==> src/rtl/dec2_4_hold.sv <==
// Sequential 2-to-4 decoder with handshake input, timed one-hot hold and idle gap.
// Ports: clk, rst_n, en, in_valid, code[1:0] in; in_ready, y[3:0], busy, done out.
module dec2_4_hold #(
    parameter int unsigned HOLD_CYCLES = 4,
    parameter int unsigned GAP_CYCLES  = 1
) (
    input  logic       clk,
    input  logic       rst_n,
    input  logic       en,
    input  logic       in_valid,
    input  logic [1:0] code,
    output logic       in_ready,
    output logic [3:0] y,
    output logic       busy,
    output logic       done
);

    typedef enum logic [1:0] {
        IDLE = 2'd0,
        HOLD = 2'd1,
        GAP  = 2'd2
    } state_t;

    // Counter loads are one less than the phase length because the
    // terminal cycle is the one where cnt reads zero.
    localparam logic [7:0] HOLD_LOAD = 8'(HOLD_CYCLES - 1);
    localparam logic [7:0] GAP_LOAD  =
        (GAP_CYCLES > 0) ? 8'(GAP_CYCLES - 1) : 8'd0;
    localparam bit HAS_GAP = (GAP_CYCLES > 0);

    state_t     state;
    state_t     state_nx;
    logic [7:0] cnt;
    logic [7:0] cnt_nx;
    logic [1:0] code_q;
    logic [1:0] code_q_nx;
    logic       done_nx;
    logic       cnt_zero;

    assign cnt_zero = (cnt == 8'd0);

    always_ff @(posedge clk or negedge rst_n) begin
        if (!rst_n) begin
            state  <= IDLE;
            cnt    <= 8'd0;
            code_q <= 2'd0;
            done   <= 1'b0;
        end else begin
            state  <= state_nx;
            cnt    <= cnt_nx;
            code_q <= code_q_nx;
            done   <= done_nx;
        end
    end

    always_comb begin
        state_nx  = state;
        cnt_nx    = cnt;
        code_q_nx = code_q;
        done_nx   = 1'b0;
        if (!en) begin
            // Abort wins over any terminal count at the same edge.
            state_nx = IDLE;
            cnt_nx   = 8'd0;
        end else begin
            unique case (state)
                IDLE: begin
                    if (in_valid) begin
                        code_q_nx = code;
                        cnt_nx    = HOLD_LOAD;
                        state_nx  = HOLD;
                    end
                end
                HOLD: begin
                    if (!cnt_zero) begin
                        cnt_nx = cnt - 8'd1;
                    end else begin
                        done_nx = 1'b1;
                        if (HAS_GAP) begin
                            state_nx = GAP;
                            cnt_nx   = GAP_LOAD;
                        end else begin
                            state_nx = IDLE;
                        end
                    end
                end
                GAP: begin
                    if (!cnt_zero) begin
                        cnt_nx = cnt - 8'd1;
                    end else begin
                        state_nx = IDLE;
                    end
                end
                default: begin
                    state_nx = IDLE;
                    cnt_nx   = 8'd0;
                end
            endcase
        end
    end

    // Outputs decode registered state only, so they cannot glitch on inputs.
    always_comb begin
        y = 4'b0000;
        if (state == HOLD) begin
            y[code_q] = 1'b1;
        end
    end

    assign busy     = (state != IDLE);
    assign in_ready = en & (state == IDLE);

endmodule

==> config.mk <==
export PLATFORM = sky130hd
export DESIGN_NAME = dec2_4_hold
export DESIGN_NICKNAME = d
export VERILOG_FILES = /design/src/rtl/dec2_4_hold.sv
export SDC_FILE = /design/constraint.sdc
export NUM_CORES = 1
export LEC_CHECK = 0
export CORE_ASPECT_RATIO = 1.1
export CORE_UTILIZATION = 46
export CTS_CLUSTER_SIZE = 40
export DETAILED_ROUTE_END_ITERATION = 6
export PLACE_DENSITY_LB_ADDON = 0.3
export SETUP_SLACK_MARGIN = 0.2
export SYNTH_ARGS = -nofsm -noshare
export SYNTH_HDL_FRONTEND = slang
export SYNTH_SLANG_ARGS = --single-unit
export TNS_END_PERCENT = 1
==> constraint.sdc <==
create_clock -name clk -period 1.5 [get_ports clk]
set_input_delay 0.3 -clock clk [delete_from_list [all_inputs] [get_ports clk]]
set_output_delay 0.3 -clock clk [all_outputs]
set_load 0.01 [all_outputs]
# Word level (Yosys, flattened, before mapping)
# Index checks and enable logic that the tools add are counted.
# totals
latch_bits	0
mem_bits_ro	0
mem_bits_rw	0
memories	0
reg_bits	13
input_bits	6
wordCells	37
out_inout_bits	7
# classes
n_div	0
n_addsub	1
bitwise	1
n_eq_ne	6
reduce_logical	7
mux	16
magnitude_cmp	2
shifts	0
mul	0
# op_table
operator	n
two-way mux 8 bit	4
case mux 8 bit (3 select lines)	1
inequality test 3 bit, second input constant	4
zero test 8 bit	1
two-way mux 2 bit	4
subtractor 8 x 1 -> 8 bit, second input constant	1
case mux 2 bit (3 select lines)	1
AND reduction 3 bit	2
two-way mux 1 bit	4
two-way mux 4 bit	1
less-than comparator 2 x 3 -> 1 bit, second input constant	1
demux 1 bit (select 2 bit)	1
equality test 2 x 1 -> 1 bit, second input constant	1
equality test 2 bit, second input constant	1
>= comparator 2 x 1 -> 1 bit, second input constant	1
zero test 2 bit	1
AND reduction 2 bit	1
nonzero test 2 bit	1
AND 1 bit	1
logical AND 1 bit	1

# Longest topological paths before layout
# Gate-level depths: netlist (run 1).
# logic_depth
depth_word	5
ltp_mapped	7
mapped_depth_nobuf	7

# Worst setup path before layout (run 1)
# OpenSTA, ideal clock, no wires.
# synth_timing
path_type	register to register
start	reg cnt[0]
end	reg cnt[4]
stages_incl_launch_ff	8
t_arrival_ns	1.457
setup_time_ns	0.082
n_path_buf	0
setup_slack_ns	-0.039
period_less_slack_ns	1.539
path_cell_list	dfrtp_1 > inv_1 > ha_1 > nor4b_2 > and2_2 > o21ai_1 > nand2b_1 > a31oi_1
# synth_via
elab_chain_len	4
# synth_rtl
item	line_no	source
start, declared	33	logic [7:0] cnt;
start signal, assigned	50	cnt <= cnt_nx;
subtractor 8 x 1 -> 8 bit / zero test 8 bit (equally long branches)	76, 89, 40	
two-way mux 8 bit (on tied branches)	88, 75	
case mux 8 bit (3 select lines)	66	unique case (state)
two-way mux 8 bit	61	if (!en) begin
# Several ways; a longest one is shown, not always the timed one. The select of a mux whose other input is x is not followed.
# A chain may end at the register's enable or synchronous reset.

# Worst setup path in the final report (run 1)
# layout_timing
start	reg cnt[0]
end	reg cnt[3]
# Same word-level chain as after synthesis.

==> summary.txt, run 1 <==
Cells and area
  • Antenna diodes: 0
  • P&R area growth vs syn: 54.6%
  • Number of filler instances in the final layout: 98
  • Proportion of layout cells with a drive suffix above 1: 45.7%
  • Number of non-filler instances in the completed layout: 146
  • Final Net Count: 138

Timing
  • Final hold violation count: 0
  • Setup violators final: 13
  • Max-Slew Margin vs Limit: 74.1%
  • Transition time of the tightest slew-check pin: 0.385 ns
  • WHS: 0.325 ns
  • Total negative slack: -0.554 ns
  • Maximum clock rate: 630 MHz
  • Final worst clock skew: 0.00710 ns
  • Clock period minus worst slack: 1.59 ns
  • Post-layout worst setup margin: -0.0869 ns
  • Final Max Tran Viols: 0
  • Final clock period utilization by the worst path: 106%
  • Unrepaired setup endpoints after global routing: yes

Worst setup path
  • Critical path required time: 1.68 ns
  • RR Startpoint: cnt[0]
  • CP startpoint: cnt[0]
  • Kind of start point of the critical path: flip-flop
  • Data arrival time of the worst path: 1.76 ns
  • Critical path class: flip-flop to flip-flop
  • Sort of element at the end of the critical path: flip-flop
  • Highest fanout seen on the critical path: 4

Synthesis
  • Flip-flop and latch count after synthesis: 13
  • Leading cell type by number of instances after synthesis: sky130_fd_sc_hd__dfrtp_1
  • Mapped Area: 797 um2
  • Share of synthesized flip-flops with an asynchronous set or reset: 100%
  • Area share of fa/ha/maj cells after synthesis: 3.14%
  • Synthesized netlist net count: 99
  • Largest family of logic cells by synthesized area: simple AND/OR/NAND/NOR gates
  • Cell types occupying the most area after synthesis: sky130_fd_sc_hd__dfrtp_1, sky130_fd_sc_hd__nor2b_1, sky130_fd_sc_hd__nand2_1
  • Yosys warnings: 0
  • Number of distinct library cells after synthesis: 32
  • Fraction of synthesized cell area in xor and xnor cells: 0%
  • Predominant post-synthesis flop cell: sky130_fd_sc_hd__dfrtp_1
  • Register area share after synthesis: 40.8%
  • Simple logic cell fraction of the synthesized area: 32.2%
  • Share of Yosys cell area claimed by the top area cell type: 40.8%
  • Mux cell area share after synthesis: 2.83%
  • Avg Synthesized Cell Area: 8.76 um2
  • Synth Instances: 91
  • Count of flip-flops with a built-in enable after synthesis: 0
  • Compound-Gate Fraction of Synth Area: 17.9%
  • Largest area contributor in the netlist: sky130_fd_sc_hd__dfrtp_1
  • Most frequent cells after synthesis: sky130_fd_sc_hd__dfrtp_1, sky130_fd_sc_hd__nand2_1, sky130_fd_sc_hd__nor2b_1, sky130_fd_sc_hd__nor2_1, sky130_fd_sc_hd__o21ai_0

Clocking
  • Maximum clock path buffer count: 2
  • Total CTS buffers: 3
  • TritonCTS clock tree: yes
  • Clock input transition at the sequential cells of the worst setup and hold paths: 0.08 ns
  • CTS Hold Buffers Added: 0
  • Number of sinks on the clock net: 13
  • Root buffer cell: sky130_fd_sc_hd__clkbuf_4
  • Worst-Skew Late Latency: 0.28 ns
  • Clock H-tree levels: 1

Floorplanning
  • Core area: 1600 um2
  • Floorplan die area: 1900 um2
  • Die width: 41.7 um
  • # IOs: 13
  • Die Ht: 45.7 um
  • Starting density of the core: 50.0%
  • Std-Cell Rows: 15

Placed design
  • Count of placed standard cells including taps: 135
  • DP Worst Slack: -0.463 ns
  • Routability-driven placement congestion ratio: 0.819
  • Buffers added on ports: 12
  • HPWL after DPL: 1.41 mm

Job
  • Maxcap violations: 0

Global route
  • Antenna violations before repair: 0
  • First-pass GRT wire length: 3.44 mm
  • Largest net degree at the start of global routing: 14
  • Via count of the first global-routing pass: 789
  • Sum of overflow across all layers after global routing: 0
  • Global router's overall resource usage: 24.5%

Power
  • Final Total Pwr: 2070 uW
  • Peak VDD IR: 0.000873 V
  • Leakage: 0.000597 uW
  • PwrDens: 1680 nW/um2

Status
  • Violated checks: setup timing
  • Result of the run: complete, but fails checks

Routing
  • DRC: 0
  • Vias: 819
  • Total detailed-routing wirelength: 2.14 mm
  • Wire length per cell: 14.6 um
  • Ratio of routed vias to standard cells: 5.61
  • Count of antenna-violating nets left after detailed routing: 0
  • DR iter-0 viols: 26
  • First-pass iteration count of the detailed router: 4

Hold path
  • Worst hold path type: input port to async pin
cell usage in the layout (no fill, tap or decap), types with 2 or more instances in the layout:
master / instances
sky130_fd_sc_hd__nor3b_2: 2
sky130_fd_sc_hd__inv_1: 2
sky130_fd_sc_hd__buf_2: 4
sky130_fd_sc_hd__nor2b_1: 3
sky130_fd_sc_hd__clkbuf_4: 3
sky130_fd_sc_hd__and2_4: 2
sky130_fd_sc_hd__nand2_2: 2
sky130_fd_sc_hd__a22o_1: 2
sky130_fd_sc_hd__nor2_1: 6
sky130_fd_sc_hd__o21ai_0: 3
sky130_fd_sc_hd__clkdlybuf4s50_1: 5
sky130_fd_sc_hd__dfrtp_1: 13
sky130_fd_sc_hd__inv_2: 2
sky130_fd_sc_hd__buf_6: 5
sky130_fd_sc_hd__nor2b_2: 2
sky130_fd_sc_hd__buf_4: 21
sky130_fd_sc_hd__and3_1: 2
sky130_fd_sc_hd__a31oi_1: 3
sky130_fd_sc_hd__mux2_2: 2
sky130_fd_sc_hd__nand2_1: 9
sky130_fd_sc_hd__nor2b_4: 4
sky130_fd_sc_hd__a21oi_1: 4
sky130_fd_sc_hd__nand3_1: 3
sky130_fd_sc_hd__o21ai_1: 4
per-stage QoR:
step                      instance area (um2)  util (%)
after global routing                     1230      77.3
after global placement                   1070      67.2
after detailed placement                 1070      67.2
after floorplan                           813         -
after CTS                                1180      73.9
final                                    1230      77.3
area by class of cell:
cell class | count | area (um2) | share of cell area (%)
Multi-Input combinational cell | 72 | 552 | 44.8
Sequential cell | 13 | 325 | 26.4
Timing Repair Buffer | 36 | 293 | 23.8
Clock buffer | 4 | 26.3 | 2.13
Tap cell | 17 | 21.3 | 1.73
Inverter | 4 | 15.0 | 1.22
final timing paths:
| path | endpoint | slack (ns) | cells after the start |
|---|---|---|---|
| hold / removal | state[0] | 0.32 | 2 |
| setup / recovery | cnt[3] | -0.09 | 7 |
| setup reg to reg | cnt[3] | -0.09 | 7 |
| max in group asynchronous | cnt[7] | 1.01 | 2 |
| min in group clk | cnt[5] | 0.56 | 1 |
| hold reg to reg | cnt[5] | 0.56 | 1 |
worst max-delay path, cell delays in order (launching register included):
cell	delay, ns
sky130_fd_sc_hd__dfrtp_1	0.41
sky130_fd_sc_hd__inv_2	0.08
sky130_fd_sc_hd__ha_4	0.12
sky130_fd_sc_hd__nor4b_4	0.22
sky130_fd_sc_hd__and2_4	0.23
sky130_fd_sc_hd__o21a_1	0.15
sky130_fd_sc_hd__o21ai_1	0.07
sky130_fd_sc_hd__a22o_1	0.20
state kept, by name, indices dropped and copies added (netlist names):
signal  count
cnt         8
code_q      2
state       2
done        1
cells by family (layout without fill, tap and decap cells):
kind of cell | after synthesis | count (layout)
AO/OA/AOI/OAI | 23 | 23
flip-flops | 13 | 13
adder cells (fa/ha/maj) | 2 | 2
buffers and inverters | 6 | 44
AND/OR/NAND/NOR | 45 | 45
multiplexers | 2 | 2
layer usage:
metal | GRT usage, % | vias up | routed length (um)
li1 | - | 408 | -
met2 | 47.5 | 28 | 1140
met3 | 4.37 | 6 | 95
met4 | 7.74 | 0 | 40
met5 | 0 | - | 0
met1 | 27.4 | 377 | 862
repair_timing:
| action | 4_1_cts | 5_1_grt |
|---|---|---|
| endpoints found under the setup margin | 20 | 19 |
| setup buffers | 6 | 1 |
| pin swaps | 7 | 10 |
| gates resized for setup | 43 | 13 |
| hold endpoints to repair | 0 | 0 |
power breakdown:
part / leakage (uW) / total [uW] / switching [uW] / internal (uW)
clock: 0.0000150 / 222 / 119 / 103
sequential: 0.000170 / 554 / 107 / 448
combinational: 0.000412 / 1290 / 590 / 702
total: 0.000597 / 2070 / 816 / 1250
Note: power is estimated with default switching activity, not from simulation.
==> run 2: changes to the inputs <==
Settings changed: CAP_MARGIN set to 20, PLACE_DENSITY_LB_ADDON 0.3 to 0.25.
==> run 2 against run 1 <==
Net effect:
- the flow still finishes with violations (setup timing)
- clock skew decreased by 0.0062 ns
- worst setup slack better by 0.0099 ns
- fmax rose by 0.63%
- power fell by 3.4%
- clock power about the same
- design area shrank 3.0%
- critical endpoint unchanged
- largest cell class unchanged
- largest power group unchanged
==> summary.txt, run 2 (synthesis gave the netlist of run 1 again) <==
Status
  • Violated checks: setup timing
  • Result of the run: complete, but fails checks

Timing
  • Post-layout worst setup margin: -0.0770 ns
  • Unrepaired setup endpoints after global routing: yes
  • Setup violators final: 9
  • Final clock period utilization by the worst path: 105%
  • Maximum clock rate: 634 MHz
  • Final hold violation count: 0
  • Clock period minus worst slack: 1.58 ns
  • Transition time of the tightest slew-check pin: 0.391 ns
  • Final worst clock skew: 0.000890 ns
  • Final Max Tran Viols: 0
  • Max-Slew Margin vs Limit: 73.7%

Clocking
  • Number of sinks on the clock net: 13
  • Clock H-tree levels: 1
  • TritonCTS clock tree: yes
  • Worst-Skew Late Latency: 0.28 ns
  • Maximum clock path buffer count: 2
  • CTS Hold Buffers Added: 0
  • Clock input transition at the sequential cells of the worst setup and hold paths: 0.08 ns
  • Root buffer cell: sky130_fd_sc_hd__clkbuf_4
  • Total CTS buffers: 3

Cells and area
  • Commonest non-fill, non-tap cells in the layout: sky130_fd_sc_hd__buf_4, sky130_fd_sc_hd__dfrtp_1, sky130_fd_sc_hd__nand2_1
  • Register ranked first by flip-flop count: cnt
  • Max reg flops: 8
  • P&R area growth vs syn: 49.9%
  • Registers with the most flip-flops: cnt (8), code_q (2), state (2)
  • Non-Filler Cell Area, Final: 1190 um2
  • Most common cell after layout, fill and taps aside: sky130_fd_sc_hd__buf_4
  • Final Net Count: 135
  • Proportion of layout cells with a drive suffix above 1: 42.9%
  • Multi-input gate area in the final layout: 543 um2
  • Antenna diodes: 0
  • Storage element area: 325 um2
  • Number of filler instances in the final layout: 105

Global route
  • First-pass GRT wire length: 2.98 mm
  • Global router's overall resource usage: 21.4%
  • Largest net degree at the start of global routing: 14
  • Antenna violations before repair: 0
  • Via count of the first global-routing pass: 724
  • Sum of overflow across all layers after global routing: 0

Floorplanning
  • Starting density of the core: 50.0%
  • Std-Cell Rows: 15
  • Die width: 41.7 um
  • Die Ht: 45.7 um
  • Core area: 1600 um2
  • Floorplan die area: 1900 um2
  • # IOs: 13

Worst setup path
  • Critical path required time: 1.67 ns
  • Highest fanout seen on the critical path: 4
  • Data arrival time of the worst path: 1.74 ns
  • Critical path class: flip-flop to flip-flop
  • Sort of element at the end of the critical path: flip-flop
  • Kind of start point of the critical path: flip-flop

Routing
  • Highest routing layer actually used: met4
  • Count of antenna-violating nets left after detailed routing: 0
  • Total detailed-routing wirelength: 2.07 mm
  • WL met1: 897 um
  • Met3 wirelength from detailed routing: 54 um
  • DRC: 0
  • DR iter-0 viols: 15
  • Ratio of routed vias to standard cells: 5.70
  • Routed length on met2: 1.07 mm
  • Vias: 815
  • Wire length per cell: 14.5 um
  • First-pass iteration count of the detailed router: 4

Job
  • Maxcap violations: 0

Placed design
  • HPWL after DPL: 1.38 mm
  • Routability-driven placement congestion ratio: 0.774
  • DP Worst Slack: -0.439 ns
  • Buffers added on ports: 12
  • Post-detailed-placement cell area: 1060 um2

Power
  • PwrDens: 1670 nW/um2
  • Peak VDD IR: 0.000928 V
  • Leakage: 0.000570 uW
  • Final Total Pwr: 2000 uW

Hold path
  • Worst hold path type: input port to async pin
## run 2: metal layers
metal / vias to the layer above / global-route usage [%]
li1: 394 / -
met1: 398 / 23.8
met2: 16 / 39.1
met3: 7 / 4.37
met4: 0 / 11.6
met5: - / 0
## run 2: timing repair
item                                    4_1_cts  5_1_grt
resized for setup                            34       16
pin swaps                                     4        9
endpoints found under the setup margin       20       19
buffers inserted                              3        2
## run 2: critical path: stages, from the launching register on
cell	delay, ns
sky130_fd_sc_hd__dfrtp_1	0.39
sky130_fd_sc_hd__inv_2	0.09
sky130_fd_sc_hd__ha_4	0.13
sky130_fd_sc_hd__nor4b_4	0.22
sky130_fd_sc_hd__and2_4	0.21
sky130_fd_sc_hd__o21a_1	0.15
sky130_fd_sc_hd__o21ai_1	0.06
sky130_fd_sc_hd__a22o_1	0.21
## run 2: final timing paths
| check | end | slack [ns] | cells after the start | from |
|---|---|---|---|---|
| worst max-delay path | cnt[3] | -0.08 | 7 | cnt[1] |
| worst min-delay path | state[1] | 0.34 | 2 | rst_n |
| worst max register to register | cnt[3] | -0.08 | 7 | cnt[1] |
| worst min register to register | cnt[5] | 0.54 | 1 | cnt[5] |
| max in group asynchronous | cnt[7] | 0.99 | 2 | rst_n |
| min in group clk | cnt[5] | 0.54 | 1 | cnt[5] |
## run 2: per-stage QoR
| stage | instances | hold slack (ns) | util [%] | setup TNS [ns] |
|---|---|---|---|---|
| 6_report | 143 | 0.342 | 74.9 | -0.293 |
| 5_1_grt | 143 | 0.350 | 74.9 | -1.19 |
| 4_1_cts | 141 | 0.323 | 69.6 | -0.273 |
| 3_5_place_dp | 134 | 0.522 | 66.7 | -3.62 |
| 3_3_place_gp | 134 | 0.513 | 66.7 | -3.39 |
| 2_1_floorplan | 91 | 0.00441 | - | -0.0190 |
## run 2: power breakdown
group          total (uW)  switching (uW)  internal [uW]
registers             551             103            448
logic                1230             580            646
clock network         220             117            103
total                2000             801           1200
## run 2: area by class of cell
class	count	area share, %
Tap cell	17	1.78
Clock buffer	4	2.20
Inverter	4	1.26
Multi-Input combinational cell	72	45.4
Timing Repair Buffer	33	22.1
Sequential cell	13	27.2
==> run 3: changes to the inputs <==
Settings changed: CORE_ASPECT_RATIO 1.1 to unset, CORE_UTILIZATION 46 to 58, CTS_BUF_LIST set to sky130_fd_sc_hd__clkbuf_4.
Clock period 1.5 ns to 1.9 ns, I/O delays scaled along.
==> run 3 against run 2 <==
Net effect:
- the run now ends clean
- power is 26% lower
- clock skew is 0.0045 ns higher
- count of clock-buffer cells in the layout stayed put
- combinational power is 34% lower
- global-route usage is 13 points higher
- non-clock buffer count is 13 lower
- first-iteration DRC count grew to 2.7 times the previous value
- worst hold slack better by 0.13 ns
- utilization is 17 points higher
- register-to-register slack better by 0.24 ns
- largest cell class unchanged
- highest routed layer unchanged
==> summary.txt, run 3 (synthesis gave the netlist of run 1 again) <==
Timing
  • Unrepaired setup endpoints after global routing: yes
  • Final worst clock skew: 0.00541 ns
  • Final clock period utilization by the worst path: 91.6%
  • Transition time of the tightest slew-check pin: 0.620 ns
  • Setup violators final: 0
  • Max-Slew Margin vs Limit: 58.6%
  • Final hold violation count: 0
  • Maximum clock rate: 575 MHz
  • Final Max Tran Viols: 0
  • WHS: 0.473 ns
  • Clock period minus worst slack: 1.74 ns

Global route
  • First-pass GRT wire length: 3.44 mm
  • Met2 Use GR: 55.0%
  • Sum of overflow across all layers after global routing: 0
  • Global routing usage on met3: 6.36%
  • Busiest layer in global routing: met2
  • Largest net degree at the start of global routing: 14
  • Global router's overall resource usage: 34.5%
  • Global routing met1 resource utilization: 42.8%
  • Via count of the first global-routing pass: 744
  • Antenna violations before repair: 0

Cells and area
  • Registers with the most flip-flops: cnt (8), code_q (2), state (2)
  • Post-route core utilization: 91.7%
  • Number of non-filler instances in the completed layout: 127
  • Antenna diodes: 0
  • Proportion of layout cells with a drive suffix above 1: 32.7%
  • Non-Filler Cell Area, Final: 1090 um2
  • Most common cell after layout, fill and taps aside: sky130_fd_sc_hd__dfrtp_1
  • Commonest non-fill, non-tap cells in the layout: sky130_fd_sc_hd__dfrtp_1, sky130_fd_sc_hd__nand2_1, sky130_fd_sc_hd__buf_4
  • Max reg flops: 8
  • P&R area growth vs syn: 36.4%
  • Final Net Count: 122
  • Register ranked first by flip-flop count: cnt

Routing
  • First-pass iteration count of the detailed router: 4
  • Wire length per cell: 18.2 um
  • Vias: 822
  • Total detailed-routing wirelength: 2.31 mm
  • Count of antenna-violating nets left after detailed routing: 0
  • DR iter-0 viols: 40
  • Ratio of routed vias to standard cells: 6.47
  • DRC: 0

Status
  • Result of the run: complete, no violations

Floorplanning
  • Die width: 39.1 um
  • Std-Cell Rows: 12
  • Core area: 1190 um2
  • Starting density of the core: 67.2%
  • Floorplan die area: 1530 um2
  • # IOs: 13
  • Die Ht: 39.1 um

Worst setup path
  • CP startpoint: cnt[1]
  • Data arrival time of the worst path: 1.92 ns
  • Worst path cell trace: inv_2 > ha_4 > nor4b_4 > and2_4 > o21a_1 > o21ai_1 > a22o_1
  • Critical path class: flip-flop to flip-flop
  • Critical path required time: 2.08 ns
  • Kind of start point of the critical path: flip-flop
  • Sort of element at the end of the critical path: flip-flop
  • Crit path max-delay cell type: sky130_fd_sc_hd__dfrtp_1
  • Max stage delay on crit path: 0.44 ns
  • Highest fanout seen on the critical path: 5
  • RR Startpoint: cnt[1]

Power
  • Fraction of power consumed by combinational cells: 54.9%
  • Switching share of power: 43.9%
  • Internal power summed over all cells: 827 uW
  • Net switching power figure: 646 uW
  • Leakage: 0.000513 uW
  • Sequential Power Share: 31.7%
  • Final Total Pwr: 1470 uW
  • PwrDens: 1350 nW/um2
  • Peak VDD IR: 0.000915 V
  • Proportion of power drawn by the clock network: 13.4%

Clocking
  • Maximum clock path buffer count: 2
  • Clock input transition at the sequential cells of the worst setup and hold paths: 0.09 ns
  • Number of sinks on the clock net: 13
  • Clock H-tree levels: 1
  • Worst-Skew Late Latency: 0.29 ns
  • TritonCTS clock tree: yes
  • CTS Hold Buffers Added: 0
  • Root buffer cell: sky130_fd_sc_hd__clkbuf_4
  • Total CTS buffers: 3

Placed design
  • Post-detailed-placement cell area: 955 um2
  • Routability-driven placement congestion ratio: 0.786
  • HPWL after DPL: 1.31 mm
  • Buffers added on ports: 12
  • Count of placed standard cells including taps: 119

Job
  • Maxcap violations: 0

Hold path
  • Worst hold path type: input port to async pin
## run 3: changes by cell type in the layout (fill, tap and decap cells not counted), moves of 2 or more
cell	before	now
sky130_fd_sc_hd__buf_4	18	7
sky130_fd_sc_hd__buf_2	5	3
sky130_fd_sc_hd__buf_6	4	1
sky130_fd_sc_hd__dlygate4sd2_1	1	3
sky130_fd_sc_hd__nor2b_1	3	5
## run 3: power by group through the flow
stage	registers, uW	clock network [uW]	logic, uW
6_report	466	197	809
3_3_place_gp	441	0	580
4_1_cts	454	192	674
5_1_grt	477	202	872
3_5_place_dp	448	0	612
2_1_floorplan	429	0	429
## run 3: path summary, 6_finish.rpt
kind / endpoint / slack (ns) / cells past startpoint
hold reg to reg: cnt[4] / 0.55 / 1
min in group clk: state[1] / 0.52 / 3
max in group asynchronous: cnt[0] / 0.99 / 1
setup reg to reg: cnt[3] / 0.16 / 7
hold / removal: cnt[4] / 0.47 / 1
setup / recovery: cnt[3] / 0.16 / 7
## run 3: per-layer routing
layer / up-vias / part of all wire (%) / wire length (um)
met1: 375 / 39 / 910
met4: 0 / 5.4 / 125
met5: - / 0 / 0
met2: 63 / 46 / 1060
met3: 16 / 9.6 / 221
li1: 368 / - / -
## run 3: worst max-delay path, delay by kind of cell, from the launching register on
kind                     cells  cell delay (ns)
AO/OA/AOI/OAI                3             0.45
adder cells (fa/ha/maj)      1             0.13
buffers and inverters        1             0.11
flip-flops                   1             0.44
AND/OR/NAND/NOR              2             0.50
## run 3: per-stage QoR
step                setup TNS [ns]  worst slack [ns]
floorplan                        0             0.361
global placement            -0.189            -0.189
detailed placement          -0.237            -0.237
CTS                              0            0.0773
global route                     0            0.0917
finish                           0             0.160
## run 3: area by class of cell
class / count / area [um2]
multi-input combinational: 72 / 531
timing repair buffer: 20 / 168
inverter: 4 / 15.0
fill: 45 / 98.8
clock buffer: 4 / 30.0
tap: 14 / 17.5
sequential: 13 / 327
## run 3: what timing repair did
item                                    CTS  global route
endpoints found under the setup margin   13            11
buffers inserted                          1             3
resized for setup                        26            14
pin swaps                                 1             1
